## src/rtl/p20_pkg.sv

```systemverilog
// Shared types and constants for the p20 input conditioning stage.
package p20_pkg;

    typedef enum logic [1:0] {
        ST_LO   = 2'd0,
        WAIT_HI = 2'd1,
        ST_HI   = 2'd2,
        WAIT_LO = 2'd3
    } db_state_e;

    // 10 ms at 25 MHz
    localparam int P20_DEBOUNCE_DEFAULT = 250000;

endpackage

```

## src/rtl/p20_debounce.sv

```systemverilog
// One button: synchroniser chain, then a four-state debounce FSM with
// a registered level and a one-cycle rise strobe.
module p20_debounce
    import p20_pkg::*;
#(
    parameter int SYNC_STAGES     = 2,
    parameter int DEBOUNCE_CYCLES = P20_DEBOUNCE_DEFAULT,
    parameter int CTR_W           = $clog2(DEBOUNCE_CYCLES + 1)
) (
    input  logic clk,
    input  logic rst_n,
    input  logic btn_i,
    output logic level,
    output logic rise
);

    localparam logic [CTR_W-1:0] LAST = CTR_W'(DEBOUNCE_CYCLES - 1);

    logic [SYNC_STAGES-1:0] sync_q;
    logic                   s;
    db_state_e              state_q, state_d;
    logic [CTR_W-1:0]       ctr_q, ctr_d;
    logic                   level_q, level_d;
    logic                   rise_q, rise_d;

    assign s     = sync_q[SYNC_STAGES-1];
    assign level = level_q;
    assign rise  = rise_q;

    always_ff @(posedge clk or negedge rst_n) begin
        if (!rst_n) begin
            sync_q  <= '0;
            state_q <= ST_LO;
            ctr_q   <= '0;
            level_q <= 1'b0;
            rise_q  <= 1'b0;
        end else begin
            sync_q  <= {sync_q[SYNC_STAGES-2:0], btn_i};
            state_q <= state_d;
            ctr_q   <= ctr_d;
            level_q <= level_d;
            rise_q  <= rise_d;
        end
    end

    // Any opposite-level sample in a WAIT state drops back to the stable state.
    always_comb begin
        state_d = state_q;
        ctr_d   = ctr_q;
        level_d = level_q;
        rise_d  = 1'b0;
        case (state_q)
            ST_LO: begin
                if (s) begin
                    state_d = WAIT_HI;
                    ctr_d   = '0;
                end
            end
            WAIT_HI: begin
                if (!s) begin
                    state_d = ST_LO;
                end else if (ctr_q == LAST) begin
                    state_d = ST_HI;
                    level_d = 1'b1;
                    rise_d  = 1'b1;
                end else begin
                    ctr_d = ctr_q + CTR_W'(1);
                end
            end
            ST_HI: begin
                if (!s) begin
                    state_d = WAIT_LO;
                    ctr_d   = '0;
                end
            end
            WAIT_LO: begin
                if (s) begin
                    state_d = ST_HI;
                end else if (ctr_q == LAST) begin
                    state_d = ST_LO;
                    level_d = 1'b0;
                end else begin
                    ctr_d = ctr_q + CTR_W'(1);
                end
            end
            default: state_d = ST_LO;
        endcase
    end

endmodule

```

## src/rtl/p20_input_cond.sv

```systemverilog
// Debounced jump/halt conditioning for the dino game top.
// Define P20_HALT_TOGGLE_EN to make halt_out a press-to-toggle pause latch.
module p20_input_cond
    import p20_pkg::*;
#(
    parameter int SYNC_STAGES     = 2,
    parameter int DEBOUNCE_CYCLES = P20_DEBOUNCE_DEFAULT,
    parameter int CTR_W           = $clog2(DEBOUNCE_CYCLES + 1)
) (
    input  logic clk,
    input  logic sys_rst_n,
    input  logic jump_btn_in,
    input  logic halt_btn_in,
    output logic jump_out,
    output logic jump_press,
    output logic halt_out,
    output logic halt_press
);

    logic halt_lvl;

    p20_debounce #(
        .SYNC_STAGES    (SYNC_STAGES),
        .DEBOUNCE_CYCLES(DEBOUNCE_CYCLES),
        .CTR_W          (CTR_W)
    ) u_jump (
        .clk  (clk),
        .rst_n(sys_rst_n),
        .btn_i(jump_btn_in),
        .level(jump_out),
        .rise (jump_press)
    );

    p20_debounce #(
        .SYNC_STAGES    (SYNC_STAGES),
        .DEBOUNCE_CYCLES(DEBOUNCE_CYCLES),
        .CTR_W          (CTR_W)
    ) u_halt (
        .clk  (clk),
        .rst_n(sys_rst_n),
        .btn_i(halt_btn_in),
        .level(halt_lvl),
        .rise (halt_press)
    );

`ifdef P20_HALT_TOGGLE_EN
    logic halt_tog_q;

    // Flips the cycle after each press strobe: press once to pause, again to resume.
    always_ff @(posedge clk or negedge sys_rst_n) begin
        if (!sys_rst_n) halt_tog_q <= 1'b0;
        else            halt_tog_q <= halt_tog_q ^ halt_press;
    end

    assign halt_out = halt_tog_q;
`else
    assign halt_out = halt_lvl;
`endif

endmodule
```

## config.mk

```make
export PLATFORM = sky130hd
export DESIGN_NAME = p20_input_cond
export DESIGN_NICKNAME = d
export VERILOG_FILES = /design/src/rtl/p20_pkg.sv /design/src/rtl/p20_debounce.sv /design/src/rtl/p20_input_cond.sv
export SDC_FILE = /design/constraint.sdc
export NUM_CORES = 1
export LEC_CHECK = 0
export CAP_MARGIN = 20
export CORE_UTILIZATION = 45
export DETAILED_ROUTE_END_ITERATION = 10
export PLACE_DENSITY_LB_ADDON = 0.25
export SLEW_MARGIN = 20
export SYNTH_ARGS = -nofsm -noshare
export SYNTH_HDL_FRONTEND = slang
export SYNTH_HIERARCHICAL = 1
export SYNTH_SLANG_ARGS = --single-unit
```

## constraint.sdc

```tcl
create_clock -name clk -period 1.55 [get_ports clk]
set_clock_uncertainty 0.1 [all_clocks]
set_input_delay 0.31 -clock clk [delete_from_list [all_inputs] [get_ports clk]]
set_output_delay 0.31 -clock clk [all_outputs]
set_load 0.1 [all_outputs]
```

# Word-level counts from Yosys, hierarchy flattened
# Cells that the tools add are included.
dict set report totals {
  out_inout_bits 4
  word_cells 88
  ff_bits 48
  input_bits 4
}
dict set report classes {
  mux 42
  addsub 2
  n_eq_ne 24
  reduce_logical 10
}
# operator count
set ops {}
lappend ops {{$mux W18} 10}
lappend ops {{$pmux W18 S4} 2}
lappend ops {{$add A18 B1 Y18 const B} 2}
lappend ops {{$eq A18 B18 Y1 const B} 2}
lappend ops {{$mux W2} 12}
lappend ops {{$ne A2 B1 Y1 const B} 8}
lappend ops {{$pmux W2 S4} 2}
lappend ops {{$reduce_and A4 Y1} 4}
lappend ops {{$mux W1} 14}
lappend ops {{$reduce_and A5 Y1} 2}
lappend ops {{$eq A2 B2 Y1 const B} 4}
lappend ops {{$ne A2 B2 Y1 const B} 4}
lappend ops {{$ne A3 B1 Y1 const B} 2}
lappend ops {{$ne A3 B3 Y1 const B} 2}
lappend ops {{$eq A2 B1 Y1 const B} 2}
lappend ops {{$logic_not A2 Y1} 2}
lappend ops {{$pmux W1 S2} 2}
lappend ops {{$reduce_bool A2 Y1} 2}

# Longest topological paths before layout
# Gate-level depths: netlist (run 1).
dict set report logic_depth {
  depth_word 4
  depth_mapped 6
  mapped_depth_nobuf 6
}

# Modules after synthesis
# Netlist (run 1), hierarchy kept.
# mod instances area_per_inst_um2 seq_area_each_um2 cells_each
set modules_own_cells {}
lappend modules_own_cells {p20_debounce 2 1381.3 600.6 144}

# Worst setup path before layout (run 1)
# No wires, ideal clock.
dict set report synth_timing {
  path_type {register -> register}
  startpoint {register u_halt.ctr_q[0]}
  endpoint {register u_halt.ctr_q[16]}
  synth_period_minus_slack_ns 1.705
  required_time_ns 1.324
  stages_incl_launch_ff 6
  slack_ns -0.155
  setup_time_ns 0.126
  arrival_time_ns 1.479
  path_buffers 0
  path_cell_list {dfrtp_1 > ha_1 > nand4_2 > nor4_2 > a31oi_1 > a221o_1}
}
dict set report synth_between {
  elab_chain_cells 4
  word_cells_on_any_way 6
  cone_classes {add/sub: 1; eq/ne: 1; mux: 4}
}
# element line
set synth_rtl {}
lappend synth_rtl {{start, declared} p20_debounce.sv:22} ;# logic [CTR_W-1:0] ctr_q, ctr_d;
lappend synth_rtl {{start signal, assigned} p20_debounce.sv:40} ;# ctr_q <= ctr_d;
lappend synth_rtl {{$add A18 B1 Y18 or $eq A18 B18 Y1 (tied branches)} n/a}
lappend synth_rtl {{$mux W18 (*)} {p20_debounce.sv:62, p20_debounce.sv:79}}
lappend synth_rtl {{$mux W18 (on tied branches)} {p20_debounce.sv:77, p20_debounce.sv:60}}
lappend synth_rtl {{$pmux W18 S4 (*)} p20_debounce.sv:52} ;# case (state_q)
# Mark *: on every way between the ends. The rest lies on a longest branch, timed or not. The select of a mux whose other input is x is not followed.
# A chain may end at the register's enable or synchronous reset.

# Worst setup path after layout (run 1)
dict set report layout_timing {
  startpoint {register u_halt.ctr_q[5]}
  endpoint {register u_halt.ctr_q[11]}
}
# The elaborated chain is that of the path after synthesis.

==> results of run 1 <==
==> stage by stage <==
step / utilization / total power [mW] / setup WS, ns / hold slack [ns] / std cells
after floorplan: - / 1.63 / -0.100 / -0.0856 / 288
after global placement: 0.612 / 1.84 / -0.143 / 0.222 / 445
after detailed placement: 0.612 / 1.86 / -0.160 / 0.220 / 445
after CTS: 0.703 / 2.93 / -0.139 / 0.257 / 472
after global routing: 0.781 / 3.23 / -0.369 / 0.267 / 501
final: 0.781 / 3.13 / -0.322 / 0.258 / 501
==> cell usage in the layout (no fill, tap or decap), types with 7 or more instances in the layout <==
cell type,n
nand3_1,7
nor2_1,23
inv_1,13
dfrtp_1,42
buf_6,26
nand4_1,8
nor3_4,7
nand2_1,28
buf_4,105
buf_12,8
mux2i_1,16
nor3_1,10
==> area by class of cell <==
cell class,instances,area (sq um),share of cell area
Tap cell,75,93.8,0.0203
Clock buffer,5,68.8,0.0149
Timing Repair Buffer,144,1300,0.281
Inverter,16,68.8,0.0149
Clock inverter,3,46.3,0.0100
Multi-Input combinational cell,210,1840,0.398
Sequential cell,48,1210,0.261
==> flip-flops by register name, indices dropped and copies added (netlist names), named ones only <==
name	cells
u_halt/rise	1
u_halt/level	1
u_halt/state_q	1
u_jump/level	1
u_jump/ctr_q	18
u_halt/ctr_q	18
u_halt/sync_q	2
u_jump/rise	1
u_jump/state_q	1
u_jump/sync_q	2
==> how the worst min path moves through the flow <==
stage	cells after the start	endpoint	slack, ns
finish	0	u_halt/sync_q[1]	0.26
global route	0	u_halt/sync_q[1]	0.27
CTS	0	u_halt/sync_q[1]	0.26
detailed placement	2	u_jump/ctr_q[9]	0.22
global placement	2	u_jump/ctr_q[9]	0.22
floorplan	0	asynchronous set/reset pin	-0.09
==> critical path, stage by stage (launching register included) <==
cell and delay, ns:
dfrtp_2 0.46, buf_6 0.14, nand4_1 0.15, buf_6 0.18, nor4_4 0.21, buf_4 0.17
mux2i_1 0.24, o2bb2ai_1 0.11
==> power by group <==
part	switching, mW	leakage, nW	total, mW	internal (mW)
sequential	0.0862	0.641	1.41	1.32
clock	0.508	0.0548	0.996	0.487
combinational	0.355	1.50	0.729	0.373
==> routing by layer <==
layer / global-route usage / vias up
li1: - / 1337
met1: 0.330 / 1469
met2: 0.475 / 155
met3: 0.0420 / 55
met4: 0.125 / 0
met5: 0 / -
==> cells in the mapped netlist (all sizes together) <==
cell / count / area share
dfrtp: 48 / 0.43
nand2: 30 / 0.041
nor2: 30 / 0.041
mux2i: 18 / 0.065
nor3: 18 / 0.033
inv: 16 / 0.024
nand3: 14 / 0.025
buf: 12 / 0.031
nand4: 10 / 0.027
o21ai: 10 / 0.018
o2bb2ai: 10 / 0.032
nor4: 8 / 0.027
a31oi: 6 / 0.014
and4: 6 / 0.021
a211o: 4 / 0.013
a21o: 4 / 0.016
a21oi: 4 / 0.0072
and3: 4 / 0.0091
nand2b: 4 / 0.0091
o22ai: 4 / 0.0091
a221o: 2 / 0.0072
a22o: 2 / 0.0063
a2bb2oi: 2 / 0.0063
and2: 2 / 0.0045
clkbuf: 2 / 0.0027
ha: 2 / 0.0091
mux2: 2 / 0.011
nor4b: 2 / 0.011
nor4bb: 2 / 0.012
o211ai: 2 / 0.0054
o31a: 2 / 0.0063
o41ai: 2 / 0.012
or3: 2 / 0.0045
xnor2: 2 / 0.0063
==> kinds of logic after synthesis <==
| family | count (synthesis) | share of synthesized area |
|---|---|---|
| AOI/OAI and AO/OA | 54 | 0.152 |
| xor gates and xnor gates | 2 | 0.00634 |
| adders and majority gates | 2 | 0.00906 |
| buffers and inverters | 30 | 0.0571 |
| DFF | 48 | 0.435 |
| muxes | 20 | 0.0761 |
| and+or+nand+nor | 132 | 0.264 |
==> timing repair <==
item	CTS	global route
resized for setup	57	49
hold buffers	1	0
endpoints found under the hold margin	48	0
pin swaps	25	40
cloned	0	1
endpoints found under the setup margin	38	43
buffers inserted	18	29
==> impl_results.md, run 1 <==
- Reg2reg start: u_halt/ctr_q[5]
- Antenna violations before repair: 0
- Post-Synthesis Cells: about 290
- Crit end category: register
- Tmin final: approximately 1.9 ns
- Synth unique cells: 41
- CP startpoint: u_halt/ctr_q[5]
- Yosys warns: 6
- Design Area, Final: approximately 4600 sq um
- DR WL met3: about 530 um
- Core area: approximately 5900 sq um
- Hold Path Class: register to register
- Hold Violations, Final: 0
- GRT Util Overall: 0.274
- Fill count: approximately 320
- Layout cells sized above 1: 0.528
- Final setup violation count: 40
- Die X: between 80 and 90 um
- M1 wire length: between 3000 and 4000 um
- CTS sink count: 48
- Worst slew pin tran: about 0.38 ns
- Setup TNS: -5.39 ns
- Fin nets: approximately 430
- # DRC: 0
- Syn_area_per_cell: around 9.6 sq um
- Peak Freq: between 0.5 and 0.6 GHz
- Total number of vias: around 3000
- Via density: between 6 and 7
- Worst EP arrival: just under 2 ns
- Relative slew margins: 0.740
- Worst vdd ir: 0.000566 V
- CP required: around 1.7 ns
- Die area: 6460 sq um
- Failing checks: setup timing
- Top Metal Used: met4
- Clk_lat worst skew: around 0.33 ns
- CP Capture Point: u_halt/ctr_q[11]
- Io pins: 8
- Drt wl/cell: about 20 um
- DPL Wire Length: 5110 um
- Starting DRC count in detailed routing: 200
- Syn_nets: approximately 290
- Largest net degree at the start of global routing: just under 50
- First-pass GRT wire length: 13300 um
- CTS tree: yes
- Final ANT Viol Nets: 0
- Startpoint types: register
- DRT Pass-1 Iters: 4
- Total CTS buffers: 5
- Syn-to-layout area delta: 67.5%
- Die H: about 80 um
- Max Fanout on Critical Path: 4
- Maximum root-to-sink buffer count: 2
- Sequential area share after synthesis: 0.435
- Slew Limit Fails: 0
- R2r setup slk: -0.32 ns
- Routed length on met2: roughly 5200 um
- Row cnt: 28
- WS Path Type: register to register
- Clock transition at the registers of the reported paths: about 0.12 ns
- Vias in the first global route: between 2000 and 3000
- Synth Cell Area: roughly 2800 sq um
- RSZ-0062 raised after global routing: yes
- Starting Density: 0.467
- GP Congestion: just over 0.8
- Area after DPL: ~3600 sq um
- PD cells: 677 nW/um^2
- Htree depth: 2
- Fin crit share: 1.21
- Routed WL: 10200 um
- Leak: between 2 and 2.5 nW
- R2r endpoint: u_halt/ctr_q[11]
- Root Driver: clkbuf_8
- Worst setup margin: -0.322 ns
- Gr ovfl total: 0
- Port Buffers: 7
- Antenna cell count: 0
- Count of state elements after synthesis: 48
- Min-delay src: u_halt/sync_q[0]
- R2R cell count: 7
- Status: finished, violations left
- Max Cap Viol: 0
Note: power is estimated with default switching activity, not from simulation.
==> inputs of run 2 (changes only) <==
- CORE_UTILIZATION: 45 -> 29
==> run 2 against run 1 <==
Critical endpoint is now u_halt/ctr_q[0]. Cell area decreased by 1.5%. The run still ends with setup timing left. Critical path type unchanged. Sequential share of layout area increased by 0.46 points. Core utilization decreased by 29 points. Via count decreased by 12%. Sequential cell count unchanged. Critical path depth decreased by 2. Combinational power decreased by 21%. First-iteration DRC count decreased by 61%. Sequential power about the same. Final cell count increased by 9.4%. Global-route usage decreased by 11 points. Fmax increased by 6.9%.
==> impl_results.md, run 2 (synthesis results as in run 1) <==
- Status: finished, violations left
- Failing checks: setup timing
- CTS sink count: 48
- Fin crit share: 1.13
- Layout cells sized above 1: 0.513
- Sequential share of power: 0.483
- Max Fanout on Critical Path: 5
- Root Driver: clkbuf_8
- Vias in the first global route: ~2700
- Die H: between 90 and 100 um
- PD cells: between 600 and 700 nW/um^2
- Relative slew margins: 0.808
- Internal power: ~2.1 mW
- Peak Freq: between 0.5 and 0.6 GHz
- First-pass GRT wire length: 12900 um
- Met2 usage: 0.297
- Net Sw Power: a little under 800 uW
- Design Area, Final: ~4600 sq um
- Max Cap Viol: 0
- Routed WL: 7990 um
- Die area: between 9000 and 10000 sq um
- Htree depth: 2
- Combinational cell fraction of total power: 0.200
- Fin nets: between 400 and 500
- Switching part of the total: 0.272
- Tmin final: about 1.8 ns
- Clk_lat worst skew: roughly 0.3 ns
- Gr busiest metal: met2
- Via density: between 4 and 5
- Worst hold stages: 0
- Worst vdd ir: around 0.00036 V
- Slew Limit Fails: 0
- Hold Path End: u_jump/sync_q[1]
- Hold Path Class: register to register
- Worst slew pin tran: approximately 0.28 ns
- Area after DPL: ~3700 sq um
- RSZ-0062 raised after global routing: yes
- Port Buffers: 7
- GP Congestion: 0.830
- # DRC: 0
- Maximum root-to-sink buffer count: 2
- Core area: between 9000 and 10000 sq um
- Clock transition at the registers of the reported paths: 0.09 ns
- Final ANT Viol Nets: 0
- Hold Violations, Final: 0
- Top flop regs: u_halt/ctr_q: 18 flops, u_jump/ctr_q: 18 flops
- Total CTS buffers: 5
- Io pins: 8
- Crit end category: register
- DRT Pass-1 Iters: 4
- Min-delay src: u_jump/sync_q[0]
- Final Util: 0.493
- Starting DRC count in detailed routing: 79
- Leak: about 2.1 nW
- Antenna cell count: 0
- CTS tree: yes
- Gr ovfl total: 0
- Worst EP arrival: 1.85 ns
- Reg2reg start: u_halt/ctr_q[9]
- Final setup violation count: 42
- GR Layer Usage met3: 0.0232
- Syn-to-layout area delta: 64.9%
- DPL Wire Length: around 5200 um
- Met1 Resource Use GR: 0.202
- Total number of vias: around 2700
- Largest net degree at the start of global routing: 49
- Clock share of power: 0.318
- Die X: roughly 100 um
- R2R cell count: 5
- Setup TNS: -3.03 ns
- Starting Density: 0.299
- R2r endpoint: u_halt/ctr_q[0]
- Drt wl/cell: ~15 um
- GRT Util Overall: 0.164
- Worst setup margin: -0.202 ns
- WS Path Type: register to register
- Pwr Total: between 2 and 3 mW
- Startpoint types: register
- Row cnt: 35
- Antenna violations before repair: 0
- Most common library cell in the layout ignoring fill and taps: buf_4
- Most frequent cells in the layout: buf_4 (101), dfrtp_1 (40), nand2_1 (29)
- R2r setup slk: -0.20 ns
- CP required: about 1.7 ns
run 2: cell count changes in the layout (fill, tap and decap cells not counted), moves of 3 or more:
cell | previous run | this run
nand3_4 | 5 | 1
o21ai_1 | 4 | 7
buf_4 | 105 | 101
nor2_2 | 4 | 7
run 2: per-layer routing:
| layer | up-vias | share of wire |
|---|---|---|
| li1 | 1320 | - |
| met1 | 1303 | 0.43 |
| met2 | 34 | 0.54 |
| met3 | 10 | 0.023 |
| met4 | 0 | 0.011 |
| met5 | - | 0 |
run 2: final cells by class:
type | count | area (sq um)
clock buffer | 6 | 72.6
clock inverter | 2 | 35.0
fill | 813 | 4680
inverter | 16 | 75.1
multi-input combinational | 210 | 1790
sequential | 48 | 1210
tap | 129 | 161
timing repair buffer | 137 | 1210
run 2: repair_timing:
item	in CTS	in global routing
buffers inserted	16	24
pin swaps	23	34
hold buffers	1	0
endpoints found under the hold margin	48	0
gates resized for setup	41	64
endpoints found under the setup margin	39	43
run 2: power groups by stage:
stage               clock network [mW]  registers (mW)  logic (mW)
floorplan                            0            1.43       0.195
global placement                     0            1.40       0.454
detailed placement                   0            1.40       0.464
CTS                              0.952            1.38       0.508
global route                     0.996            1.41       0.636
finish                           0.920            1.40       0.578
run 2: worst max-delay path by stage:
stage                        to              from  slack, ns  depth (start not counted)
2_1_floorplan   u_jump/ctr_q[0]   u_jump/ctr_q[5]       -0.1                          6
3_3_place_gp   u_halt/ctr_q[17]   u_halt/ctr_q[7]      -0.13                          5
3_5_place_dp    u_halt/ctr_q[0]  u_halt/ctr_q[10]      -0.16                          5
4_1_cts        u_halt/ctr_q[11]   u_halt/ctr_q[1]      -0.16                          6
5_1_grt         u_halt/ctr_q[0]  u_halt/ctr_q[11]      -0.28                          5
6_report        u_halt/ctr_q[0]   u_halt/ctr_q[9]      -0.20                          5
run 2: worst max-delay path, cell delays in order (launching register included):
cell and delay, ns:
dfrtp_1 0.44, nor4b_2 0.31, and4_4 0.27, a21o_4 0.18
inv_6 0.05, mux2_4 0.29
run 2: per-stage QoR:
stage | setup slack, ns | std cells | hold slack (ns)
final | -0.202 | 548 | 0.255
after global routing | -0.276 | 548 | 0.280
after CTS | -0.160 | 527 | 0.255
after detailed placement | -0.156 | 502 | 0.223
after global placement | -0.134 | 502 | 0.228
after floorplan | -0.100 | 288 | -0.0856
==> inputs of run 3 (changes only) <==
==> constraint.sdc (replaced) <==
create_clock -name clk -period 1.55 [get_ports clk]
set_clock_uncertainty 0.1 [all_clocks]
set_input_delay 0.3875 -clock clk [delete_from_list [all_inputs] [get_ports clk]]
set_output_delay 0.3875 -clock clk [all_outputs]
set_load 0.1 [all_outputs]
==> results of run 3 <==
The final DEF is identical to that of run 2. Status: finished, violations left: setup timing.
